$ cat src/rtl/apb_pkg.sv
// Shared APB definitions: FSM state encoding, default bus widths, client bundles
// and the wait-counter sizing helper.
package apb_pkg;

  localparam int APB_ADDR_W = 32;
  localparam int APB_DATA_W = 32;

  localparam logic [1:0] ST_IDLE   = 2'd0;
  localparam logic [1:0] ST_SETUP  = 2'd1;
  localparam logic [1:0] ST_ACCESS = 2'd2;
  localparam logic [1:0] ST_RESP   = 2'd3;

  typedef struct packed {
    logic                  write;
    logic [APB_ADDR_W-1:0] addr;
    logic [APB_DATA_W-1:0] wdata;
  } apb_cmd_t;

  typedef struct packed {
    logic [APB_DATA_W-1:0] rdata;
    logic                  err;
  } apb_rsp_t;

  // Counter must reach TIMEOUT; a disabled timeout still needs a 1-bit counter.
  function automatic int wait_cnt_w(input int timeout);
    if (timeout < 1) begin
      return 1;
    end else begin
      return $clog2(timeout + 1);
    end
  endfunction

endpackage

$ cat src/rtl/apb_wait_timer.sv
// Saturating ACCESS wait-state counter; expired flags count == TIMEOUT.
module apb_wait_timer
  import apb_pkg::*;
#(
  parameter int TIMEOUT = 16
) (
  input  logic clk,
  input  logic rst,
  input  logic clr,
  input  logic en,
  output logic expired
);

  localparam int CNT_W = wait_cnt_w(TIMEOUT);
  localparam logic [CNT_W-1:0] CNT_MAX = {CNT_W{1'b1}};
  localparam logic [CNT_W-1:0] CNT_ONE = CNT_W'(1);
  localparam logic [CNT_W-1:0] LIMIT   = CNT_W'(TIMEOUT);

  logic [CNT_W-1:0] count_r;

  // Wait counter: clear wins over enable, and it holds at all-ones instead of wrapping.
  always_ff @(posedge clk or posedge rst) begin
    if (rst) begin
      count_r <= {CNT_W{1'b0}};
    end else if (clr) begin
      count_r <= {CNT_W{1'b0}};
    end else if (en && (count_r != CNT_MAX)) begin
      count_r <= count_r + CNT_ONE;
    end
  end

  assign expired = (count_r == LIMIT);

endmodule

$ cat src/rtl/apb_master.sv
// APB initiator: one client request at a time through SETUP/ACCESS, with
// wait-state timeout, returning read data and error status to the client.
module apb_master
  import apb_pkg::*;
#(
  parameter int ADDR_W  = APB_ADDR_W,
  parameter int DATA_W  = APB_DATA_W,
  parameter int TIMEOUT = 16
) (
  input  logic              PCLK,
  input  logic              PRESET,
  input  logic              cmd_valid,
  output logic              cmd_ready,
  input  logic              cmd_write,
  input  logic [ADDR_W-1:0] cmd_addr,
  input  logic [DATA_W-1:0] cmd_wdata,
  output logic              rsp_valid,
  input  logic              rsp_ready,
  output logic [DATA_W-1:0] rsp_rdata,
  output logic              rsp_err,
  output logic              PSEL,
  output logic              PENABLE,
  output logic              PWRITE,
  output logic [ADDR_W-1:0] PADDR,
  output logic [DATA_W-1:0] PWDATA,
  input  logic [DATA_W-1:0] PRDATA,
  input  logic              PREADY
);

  localparam logic TIMEOUT_EN = (TIMEOUT != 0);

  logic [1:0] state_r;
  logic [1:0] next_state;
  logic       timer_clr;
  logic       timer_en;
  logic       expired;

  apb_wait_timer #(
    .TIMEOUT(TIMEOUT)
  ) u_wait_timer (
    .clk    (PCLK),
    .rst    (PRESET),
    .clr    (timer_clr),
    .en     (timer_en),
    .expired(expired)
  );

  // Next-state and wait-timer control; PREADY takes priority over the timeout.
  always_comb begin
    next_state = state_r;
    timer_clr  = 1'b0;
    timer_en   = 1'b0;
    case (state_r)
      ST_IDLE: begin
        if (cmd_valid) begin
          next_state = ST_SETUP;
          timer_clr  = 1'b1;
        end else begin
          next_state = ST_IDLE;
        end
      end
      ST_SETUP: begin
        next_state = ST_ACCESS;
      end
      ST_ACCESS: begin
        if (PREADY) begin
          next_state = ST_RESP;
        end else if (TIMEOUT_EN && expired) begin
          next_state = ST_RESP;
        end else begin
          next_state = ST_ACCESS;
          timer_en   = 1'b1;
        end
      end
      ST_RESP: begin
        if (rsp_ready) begin
          next_state = ST_IDLE;
        end else begin
          next_state = ST_RESP;
        end
      end
      default: begin
        next_state = ST_IDLE;
      end
    endcase
  end

  // State, APB bus and response registers; bus fields hold until the next capture.
  always_ff @(posedge PCLK or posedge PRESET) begin
    if (PRESET) begin
      state_r   <= ST_IDLE;
      PSEL      <= 1'b0;
      PENABLE   <= 1'b0;
      PWRITE    <= 1'b0;
      PADDR     <= {ADDR_W{1'b0}};
      PWDATA    <= {DATA_W{1'b0}};
      rsp_rdata <= {DATA_W{1'b0}};
      rsp_err   <= 1'b0;
    end else begin
      state_r <= next_state;
      case (state_r)
        ST_IDLE: begin
          if (cmd_valid) begin
            PSEL   <= 1'b1;
            PWRITE <= cmd_write;
            PADDR  <= cmd_addr;
            if (cmd_write) begin
              PWDATA <= cmd_wdata;
            end
          end
        end
        ST_SETUP: begin
          PENABLE <= 1'b1;
        end
        ST_ACCESS: begin
          if (next_state == ST_RESP) begin
            PSEL    <= 1'b0;
            PENABLE <= 1'b0;
            if (PREADY) begin
              rsp_err   <= 1'b0;
              rsp_rdata <= PWRITE ? {DATA_W{1'b0}} : PRDATA;
            end else begin
              rsp_err   <= 1'b1;
              rsp_rdata <= {DATA_W{1'b0}};
            end
          end
        end
        ST_RESP: begin
          PSEL    <= 1'b0;
          PENABLE <= 1'b0;
        end
        default: begin
          PSEL    <= 1'b0;
          PENABLE <= 1'b0;
        end
      endcase
    end
  end

  assign cmd_ready = (state_r == ST_IDLE);
  assign rsp_valid = (state_r == ST_RESP);

endmodule

$ cat config.mk
export PLATFORM = sky130hd
export DESIGN_NAME = apb_master
export DESIGN_NICKNAME = d
export VERILOG_FILES = /design/src/rtl/apb_pkg.sv /design/src/rtl/apb_wait_timer.sv /design/src/rtl/apb_master.sv
export SDC_FILE = /design/constraint.sdc
export NUM_CORES = 1
export LEC_CHECK = 0
export ABC_AREA = 0
export BUFFER_PORTS_ARGS = -buffer_cell sky130_fd_sc_hd__buf_2
export CORE_ASPECT_RATIO = 0.7
export CORE_MARGIN = 2
export CORE_UTILIZATION = 28
export DETAILED_ROUTE_END_ITERATION = 8
export MAX_ROUTING_LAYER = met4
export PLACE_DENSITY = 0.62
export SLEW_MARGIN = 20
export SYNTH_ARGS = -nofsm -noshare
export SYNTH_HDL_FRONTEND = slang
export SYNTH_SLANG_ARGS = --single-unit
$ cat constraint.sdc
create_clock -name PCLK -period 2.9 [get_ports PCLK]
set_input_delay 0 -clock PCLK [delete_from_list [all_inputs] [get_ports PCLK]]
set_output_delay 0 -clock PCLK [all_outputs]
set_load 0.01 [all_outputs]
==> results.json, run 1 <==
{
  "crit_family": "simple AND/OR/NAND/NOR gates",
  "io_pins": 204,
  "avgSynthCellArea_sq_um": 13.3,
  "postCtsHoldBufs": 100,
  "grt_max_degree": 45,
  "portBuffers": 203,
  "worst_ep_arrival_time_ns": 2.46,
  "design_area_sq_um": 6990,
  "cts_setup_buffers": 0,
  "clk_path_buf_depth": 2,
  "fmax_mhz": 455,
  "yosysWarnings": 0,
  "grt_pass1_wl_um": 19100,
  "skew_ns": 0.00552,
  "cts_sinks": 107,
  "period_needed_ns": 2.20,
  "rows": 38,
  "hold_slack_ns": 0.0776,
  "nets": 751,
  "syn-num-nets": 447,
  "syn_area_sq_um": 4510,
  "leakage_nw": 3.40,
  "slew-limit-headroom_pct": 62.2,
  "grt_pass1_vias": 4003,
  "layout_commonest_cell": "buf_2",
  "drtIter0Drc": 172,
  "hold_class": "primary input to flop",
  "vdd.ir_drop.worst_mv": 0.447,
  "setup_viol": 0,
  "grt_overflow": 0,
  "gp_congestion": 0.775,
  "antenna_cells": 0,
  "min_period_over_period_pct": 75.7,
  "core_area_sq_um": 15600,
  "dr.pass1.iters": 7,
  "maxCapViolCount": 0,
  "status": "finished clean",
  "dp_hpwl_um": 7760,
  "cp_cell_sequence": "inv_1 -> ha_1 -> nor2b_2 -> or2_4 -> nor3b_4 -> buf_4 -> mux2i_1",
  "drc": 0,
  "numCtsBuffers": 9,
  "cp-end-kind": "flop",
  "wl_um": 12400,
  "powerDensity_nw_per_um2": 925,
  "initial_core_util_pct": 28.8,
  "wl_per_cell_um": 14.6,
  "cp.required_ns": 3.17,
  "clk_pin_slew_worst_paths_ns": 0.07,
  "die_x_um": 156,
  "crit_path_start_kind": "flop",
  "drv_slew": 0,
  "dr_total_vias": 3608,
  "worst_slew_pin_slew_ns": 0.566,
  "cp_slowest_stage_delay_ns": 0.50,
  "fin_tns_setup_ns": 0,
  "ctsRootBufferMaster": "clkbuf_16",
  "clock_latency_ns": 0.35,
  "gr-usage-all-layers_pct": 14.9,
  "cts_max_level": 3,
  "layout_common_cells": "buf_2 (203), dfrtp_1 (107), dlygate4sd3_1 (100)",
  "cts_tree": "yes",
  "crit_fanout": 33,
  "cp_slowest_cell": "buf_4",
  "ys_ff_latch": 107,
  "crit_type": "flop to flop",
  "syn_inst": 339,
  "synth_cell_types": 33,
  "seq_area_frac_synth_pct": 59.4,
  "finalHoldViolCount": 0,
  "die_area_sq_um": 17200,
  "antenna_found_initial": 0,
  "areaGrowthSynthToFinish_pct": 55.0,
  "utilization_pct": 44.7,
  "drive_above_1_share_pct": 46.0,
  "rsz0062_at_grt": "false",
  "dpl-instance-area_sq_um": 5690,
  "die_h_um": 110,
  "drtAntennaViolNets": 0,
  "crit_buf_inv": 2,
  "viasPerCell": 4.25,
  "cts_resized": 0
}
==> sequential cells by signal (all words and copies together) (netlist names) <==
name	cells
state_r	2
PENABLE	1
PSEL	1
rsp_err	1
PADDR	32
PWDATA	32
rsp_rdata	32
u_wait_timer.count_r	5
PWRITE	1
==> final cells by class <==
| class | count | area (sq um) |
|---|---|---|
| well taps | 200 | 250 |
| repair buffers | 309 | 2070 |
| clock inverters | 6 | 71.3 |
| fillers | 1413 | 8650 |
| flip-flops and latches | 107 | 2680 |
| multi-input cells | 177 | 1540 |
| inverters | 39 | 149 |
| clock buffers | 10 | 229 |
==> worst reg2reg max path, stage by stage, from the launching register on <==
cell and delay, ns:
dfrtp_1 0.38, inv_1 0.07, ha_1 0.27, nor2b_2 0.20
or2_4 0.24, nor3b_4 0.16, buf_4 0.50, mux2i_1 0.29
==> cell families (layout without fill, tap and decap cells) <==
kind of cell	after synthesis	after routing	synth area share (%)
AND/OR/NAND/NOR	61	61	7.05
buffers and inverters	55	364	6.69
XOR/XNOR	3	3	0.583
flip-flops	107	107	59.4
AO/OA/AOI/OAI	10	10	1.33
multiplexers	97	97	23.3
adder cells (fa/ha/maj)	6	6	1.66
==> per-stage QoR <==
step                      cells  power, mW  worst slack [ns]
final                       848       6.46             0.704
after global routing        848       6.91             0.575
after CTS                   848       6.53             0.694
after detailed placement    732       5.11             0.698
after global placement      732       5.02             0.822
after floorplan             339       4.14            0.0828
==> cell usage after synthesis, drive strengths merged <==
cell type	instances	area, sq um
nor2	6	22.5
clkbuf	4	36.3
nand3	4	20.0
xor2	2	17.5
ha	6	75.1
dfrtp	107	2680
or2	1	8.76
o221ai	1	8.76
mux2i	33	330
mux2	64	721
nor2b	3	23.8
nand4bb	1	11.3
a21oi	4	20.0
nor4bb	1	25.0
nor3b	2	25.0
and3	1	7.51
o311ai	1	8.76
nand2	37	139
o21ai	3	15.0
a21o	1	7.51
nor4	1	12.5
nand4	1	6.26
buf	11	106
nor3	2	10.0
and2	1	6.26
xnor2	1	8.76
inv	39	146
dlymetal6s2s	1	12.5
==> where the power goes <==
| group | leakage, nW | internal [mW] | switching [mW] |
|---|---|---|---|
| registers | 1.32 | 2.17 | 0.374 |
| clock network | 0.140 | 0.678 | 0.572 |
| logic | 1.94 | 1.34 | 1.32 |
==> path summary, 6_finish.rpt <==
kind | from | end | slack [ns] | depth (start not counted)
max | state_r[0]$_DFF_PP0_ | rsp_rdata[30]$_DFFE_PP0P_ | 0.70 | 7
min | cmd_valid | PSEL$_DFFE_PP0P_ | 0.08 | 4
min in group asynchronous | PRESET | PWDATA[6]$_DFFE_PP0P_ | 0.25 | 3
max reg2reg | state_r[0]$_DFF_PP0_ | rsp_rdata[30]$_DFFE_PP0P_ | 0.70 | 7
min reg2reg | PWDATA[16]$_DFFE_PP0P_ | PWDATA[16]$_DFFE_PP0P_ | 0.50 | 1
max in group asynchronous | PRESET | PWDATA[20]$_DFFE_PP0P_ | 1.77 | 4
==> metal layers <==
| layer | GRT usage [%] | vias up | part of all wire, % |
|---|---|---|---|
| met3 | 4.34 | 18 | 5.3 |
| met4 | 5.31 | 0 | 2.5 |
| met5 | - | - | 0 |
| met2 | 26.3 | 139 | 50 |
| li1 | - | 1722 | - |
| met1 | 16.4 | 1729 | 42 |
No activity file was read; power rests on OpenSTA's default activity.
==> run 2: changes to the inputs <==
- clock period: 2.9 -> 2 ns (I/O delays scaled with it)
==> results.json, run 2 (synthesis gave the netlist of run 1 again) <==
{
  "status": "finished clean",
  "slew-limit-headroom_pct": 61.7,
  "critPathLaunch": "state_r[1]$_DFF_PP0_",
  "cts_max_level": 3,
  "timing.rr.start": "state_r[1]$_DFF_PP0_",
  "clock_latency_ns": 0.35,
  "stdcell_count": 855,
  "hold_slack_ns": 0.0709,
  "areaGrowthSynthToFinish_pct": 59.0,
  "worstHoldStart": "cmd_write",
  "core_area_sq_um": 15600,
  "min_period_over_period_pct": 95.5,
  "nets": 759,
  "cts_tree": "yes",
  "grt_overflow": 0,
  "cp-end-kind": "flop",
  "fmax_mhz": 524,
  "fillerInstances": 1365,
  "period_needed_ns": 1.91,
  "initial_core_util_pct": 28.8,
  "cp_slowest_cell": "dfrtp_1",
  "utilization_pct": 45.8,
  "clk_pin_slew_worst_paths_ns": 0.07,
  "crit_family": "simple AND/OR/NAND/NOR gates",
  "crit_path_start_kind": "flop",
  "cp_slowest_stage_delay_ns": 0.40,
  "drtIter0Drc": 165,
  "drc": 0,
  "grt_max_degree": 108,
  "dr_total_vias": 3611,
  "setup_viol": 0,
  "layout_common_cells": "buf_2 (203), dfrtp_1 (107), dlygate4sd3_1 (100)",
  "maxCapViolCount": 0,
  "layout_commonest_cell": "buf_2",
  "portBuffers": 203,
  "grt_pass1_wl_um": 18900,
  "ctsRootBufferMaster": "clkbuf_16",
  "cp.required_ns": 2.27,
  "die_h_um": 110,
  "dp.cells": 734,
  "crit_buf_inv": 3,
  "worst_slew_pin_slew_ns": 0.574,
  "wl_per_cell_um": 14.4,
  "antenna_cells": 0,
  "antenna_found_initial": 0,
  "vdd.ir_drop.worst_mv": 0.626,
  "drtAntennaViolNets": 0,
  "top_regs": "PADDR x32, PWDATA x32, rsp_rdata x32",
  "hold_class": "primary input to flop",
  "dr.pass1.iters": 4,
  "clk_path_buf_depth": 2,
  "die_x_um": 156,
  "numCtsBuffers": 9,
  "wl_um": 12300,
  "cts_sinks": 107,
  "fin_tns_setup_ns": 0,
  "leakage_nw": 3.47,
  "gp_congestion": 0.807,
  "total_power_mw": 9.67,
  "viasPerCell": 4.22,
  "finalHoldViolCount": 0,
  "drive_above_1_share_pct": 47.6,
  "crit_fanout": 7,
  "dp_hpwl_um": 7430,
  "die_area_sq_um": 17200,
  "grt_pass1_vias": 3829,
  "worst_ep_arrival_time_ns": 2.18,
  "cp_cell_sequence": "inv_2 -> ha_4 -> nor2b_2 -> or2_4 -> nor3b_4 -> buf_6 -> clkbuf_16 -> mux2i_1",
  "gr-usage-all-layers_pct": 14.6,
  "skew_ns": 0.00852,
  "powerDensity_nw_per_um2": 1350,
  "crit_type": "flop to flop",
  "rows": 38,
  "drv_slew": 0,
  "io_pins": 204
}
run 2: cell count changes in the layout (fill, tap and decap cells not counted), moves of 2 or more:
cell | previous run | this run
inv_1 | 38 | 34
ha_1 | 6 | 4
inv_2 | 0 | 4
buf_6 | 0 | 3
clkbuf_16 | 9 | 11
ha_4 | 0 | 2
buf_12 | 1 | 4
run 2: final cells by class:
type	instances	area, sq um	share of cell area (%)
flip-flops and latches	107	2680	37.3
repair buffers	317	2220	30.9
multi-input cells	177	1570	21.9
well taps	200	250	3.49
clock buffers	9	225	3.14
inverters	39	150	2.09
clock inverters	6	75.1	1.05
run 2: worst reg2reg max path, delay by kind of cell, from the launching register on:
kind | cells | cell delay [ns]
adder cells (fa/ha/maj) | 1 | 0.18
multiplexers | 1 | 0.18
AND/OR/NAND/NOR | 3 | 0.69
buffers and inverters | 3 | 0.38
flip-flops | 1 | 0.40
run 2: stage by stage:
| stage | instance area, sq um | worst slack, ns |
|---|---|---|
| 2_1_floorplan | 4510 | 0.176 |
| 3_3_place_gp | 5740 | 0.130 |
| 3_5_place_dp | 5740 | 0.00729 |
| 4_1_cts | 7040 | 0.0138 |
| 5_1_grt | 7170 | -0.0144 |
| 6_report | 7170 | 0.0898 |
run 2: timing repair:
item	in CTS	in global routing
hold buffers	100	0
resized for setup	0	11
hold endpoints to repair	205	0
setup endpoints to repair	0	34
setup buffers	0	4
run 2: power breakdown:
group | leakage [nW] | total [mW] | switching, mW | internal [mW]
clock network | 0.144 | 1.81 | 0.832 | 0.983
logic | 2.00 | 4.16 | 1.98 | 2.18
registers | 1.32 | 3.70 | 0.548 | 3.15
run 2: final timing paths:
check                                             to  slack [ns]  cells after the start
setup / recovery           rsp_rdata[15]$_DFFE_PP0P_        0.09                      8
hold / removal                 PWDATA[7]$_DFFE_PP0P_        0.07                      3
setup reg to reg           rsp_rdata[15]$_DFFE_PP0P_        0.09                      8
hold reg to reg               PWDATA[27]$_DFFE_PP0P_        0.50                      1
max in group asynchronous  rsp_rdata[15]$_DFFE_PP0P_        1.21                      4
min in group asynchronous      PWDATA[0]$_DFFE_PP0P_        0.35                      4
run 2: layer usage:
metal  track usage [%]  wire length (um)
met1              17.5              5380
met2              23.9              5960
met3              4.34               753
met4              4.98               185
met5                 -                 0
==> run 3: changes to the inputs <==
- ABC_AREA: 0 -> 1
- CELL_PAD_IN_SITES_DETAIL_PLACEMENT: default -> 0
- CELL_PAD_IN_SITES_GLOBAL_PLACEMENT: default -> 1
- PLACE_DENSITY: 0.62 -> 0.78
==> results.json, run 3 <==
{
  "crit_path_start_kind": "flop",
  "cts_max_level": 3,
  "cp_slowest_cell": "buf_4",
  "cp-end-kind": "flop",
  "crit_fanout": 34,
  "synth.top_cells.by_count": "nand2_1 (186), dfrtp_1 (107), inv_1 (48)",
  "clk_pin_slew_worst_paths_ns": 0.07,
  "clk_path_buf_depth": 2,
  "viasPerCell": 4.25,
  "avgSynthCellArea_sq_um": 9.28,
  "synth-edff-count": 0,
  "wl_um": 13900,
  "min_period_over_period_pct": 88.7,
  "finalHoldViolCount": 0,
  "cp.required_ns": 2.24,
  "io_pins": 204,
  "powerDensity_nw_per_um2": 1370,
  "syn_inst": 496,
  "cts_setup_buffers": 0,
  "drtIter0Drc": 213,
  "drtAntennaViolNets": 0,
  "ctsRootBufferMaster": "clkbuf_16",
  "wl_per_cell_um": 13.6,
  "dr.pass1.iters": 4,
  "die_h_um": 111,
  "antenna_found_initial": 0,
  "cp_cell_sequence": "inv_1 -> ha_1 -> buf_4 -> nand3_2 -> buf_12 -> nand2_1 -> nand2_1",
  "cp_slowest_stage_delay_ns": 0.42,
  "yosys-top-cells-area": "dfrtp_1 (58%), nand2_1 (15%), mux2_2 (7.8%)",
  "layout_common_cells": "buf_2 (203), nand2_1 (186), dfrtp_1 (107)",
  "core_area_sq_um": 16200,
  "cts_sinks": 107,
  "numCtsBuffers": 9,
  "rows": 39,
  "synth_ff_type": "dfrtp_1",
  "maxCapViolCount": 0,
  "syn-num-nets": 604,
  "grt_overflow": 0,
  "fmax_mhz": 563,
  "layout_commonest_cell": "buf_2",
  "fillerInstances": 1578,
  "fin_tns_setup_ns": 0,
  "grt_pass1_vias": 4580,
  "crit_type": "flop to flop",
  "rsz0062_at_grt": "false",
  "crit_top_cell": "nand2_1",
  "areaGrowthSynthToFinish_pct": 56.0,
  "drive_above_1_share_pct": 33.6,
  "drc": 0,
  "leakage_nw": 3.98,
  "grt_max_degree": 48,
  "gr-usage-all-layers_pct": 17.0,
  "synth_top_area_share_pct": 58.2,
  "skew_ns": 0.00930,
  "cts_tree": "yes",
  "stdcell_count": 1019,
  "slew-limit-headroom_pct": 68.9,
  "async_flop_share_pct": 100,
  "synth_cell_types": 23,
  "syn_area_sq_um": 4600,
  "status": "finished clean",
  "setup_viol": 0,
  "synth_area_leader_cell": "dfrtp_1",
  "ys_ff_latch": 107,
  "initial_core_util_pct": 28.4,
  "vdd.ir_drop.worst_mv": 0.648,
  "worst_slew_pin_slew_ns": 0.465,
  "dp.cells": 909,
  "hold_slack_ns": 0.00132,
  "yosysWarnings": 0,
  "grt_pass1_wl_um": 22800,
  "nets": 897,
  "synth.most_common_cell": "nand2_1",
  "gp_congestion": 0.762,
  "worst_ep_arrival_time_ns": 2.02,
  "portBuffers": 203,
  "period_needed_ns": 1.77,
  "top_regs": "PADDR x32, PWDATA x32, rsp_rdata x32",
  "clock_latency_ns": 0.36,
  "antenna_cells": 0,
  "hold_class": "primary input to flop",
  "utilization_pct": 44.3,
  "seq_area_frac_synth_pct": 58.2,
  "dp_hpwl_um": 8570,
  "die_area_sq_um": 17500,
  "die_x_um": 157,
  "dr_total_vias": 4333,
  "drv_slew": 0
}
## run 3: what timing repair did
item	in CTS	in global routing
setup endpoints to repair	0	22
resized for setup	0	1
hold buffers	94	0
hold endpoints to repair	110	0
## run 3: logic make-up after synthesis
group	synth area share [%]
DFF	58.2
muxes	7.83
and+or+nand+nor	23.7
AOI/OAI and AO/OA	1.55
buffers and inverters	7.07
adders and majority gates	1.63
## run 3: routing by layer
| layer | routed length, um | track usage (%) | vias to the layer above |
|---|---|---|---|
| met1 | 6220 | 20.7 | 2008 |
| met3 | 839 | 4.42 | 14 |
| li1 | - | - | 2143 |
| met2 | 6600 | 27.9 | 168 |
| met5 | 0 | - | - |
| met4 | 205 | 4.48 | 0 |
## run 3: critical path, delay by kind of cell, from the launching register on
kind	cells	cell delay, ns
flip-flops	1	0.40
AND/OR/NAND/NOR	3	0.28
buffers and inverters	3	0.71
adder cells (fa/ha/maj)	1	0.26
## run 3: final cells by class
| type | count | area [sq um] | share of cell area [%] |
|---|---|---|---|
| timing repair buffer | 308 | 2090 | 29.2 |
| clock inverter | 6 | 96.3 | 1.34 |
| sequential | 107 | 2680 | 37.3 |
| inverter | 50 | 191 | 2.67 |
| tap | 225 | 282 | 3.92 |
| multi-input combinational | 313 | 1600 | 22.3 |
| clock buffer | 10 | 239 | 3.33 |
## run 3: per-stage QoR
stage	area [sq um]	power [mW]	setup slack (ns)
floorplan	4600	6.00	0.220
global placement	5900	7.66	0.193
detailed placement	5900	7.69	0.182
CTS	7170	9.87	0.151
global route	7180	10.6	0.0496
finish	7180	9.83	0.225
## run 3: path summary, 6_finish.rpt
kind | startpoint | end | slack (ns) | depth (start not counted)
min in group asynchronous | PRESET | PADDR[30]$_DFFE_PP0P_ | 0.21 | 3
hold reg to reg | rsp_rdata[3]$_DFFE_PP0P_ | rsp_rdata[3]$_DFFE_PP0P_ | 0.47 | 2
hold / removal | PREADY | rsp_err$_DFFE_PP0P_ | 0.001 | 4
setup / recovery | state_r[0]$_DFF_PP0_ | rsp_rdata[12]$_DFFE_PP0P_ | 0.23 | 7
max in group asynchronous | PRESET | rsp_rdata[17]$_DFFE_PP0P_ | 1.19 | 4
setup reg to reg | state_r[0]$_DFF_PP0_ | rsp_rdata[12]$_DFFE_PP0P_ | 0.23 | 7
## run 3: where the power goes
part / internal [mW] / total (mW) / switching, mW
Clock: 1.15 / 1.99 / 0.845
Sequential: 3.15 / 3.70 / 0.545
Combinational: 1.70 / 4.14 / 2.44
Total: 6.00 / 9.83 / 3.83
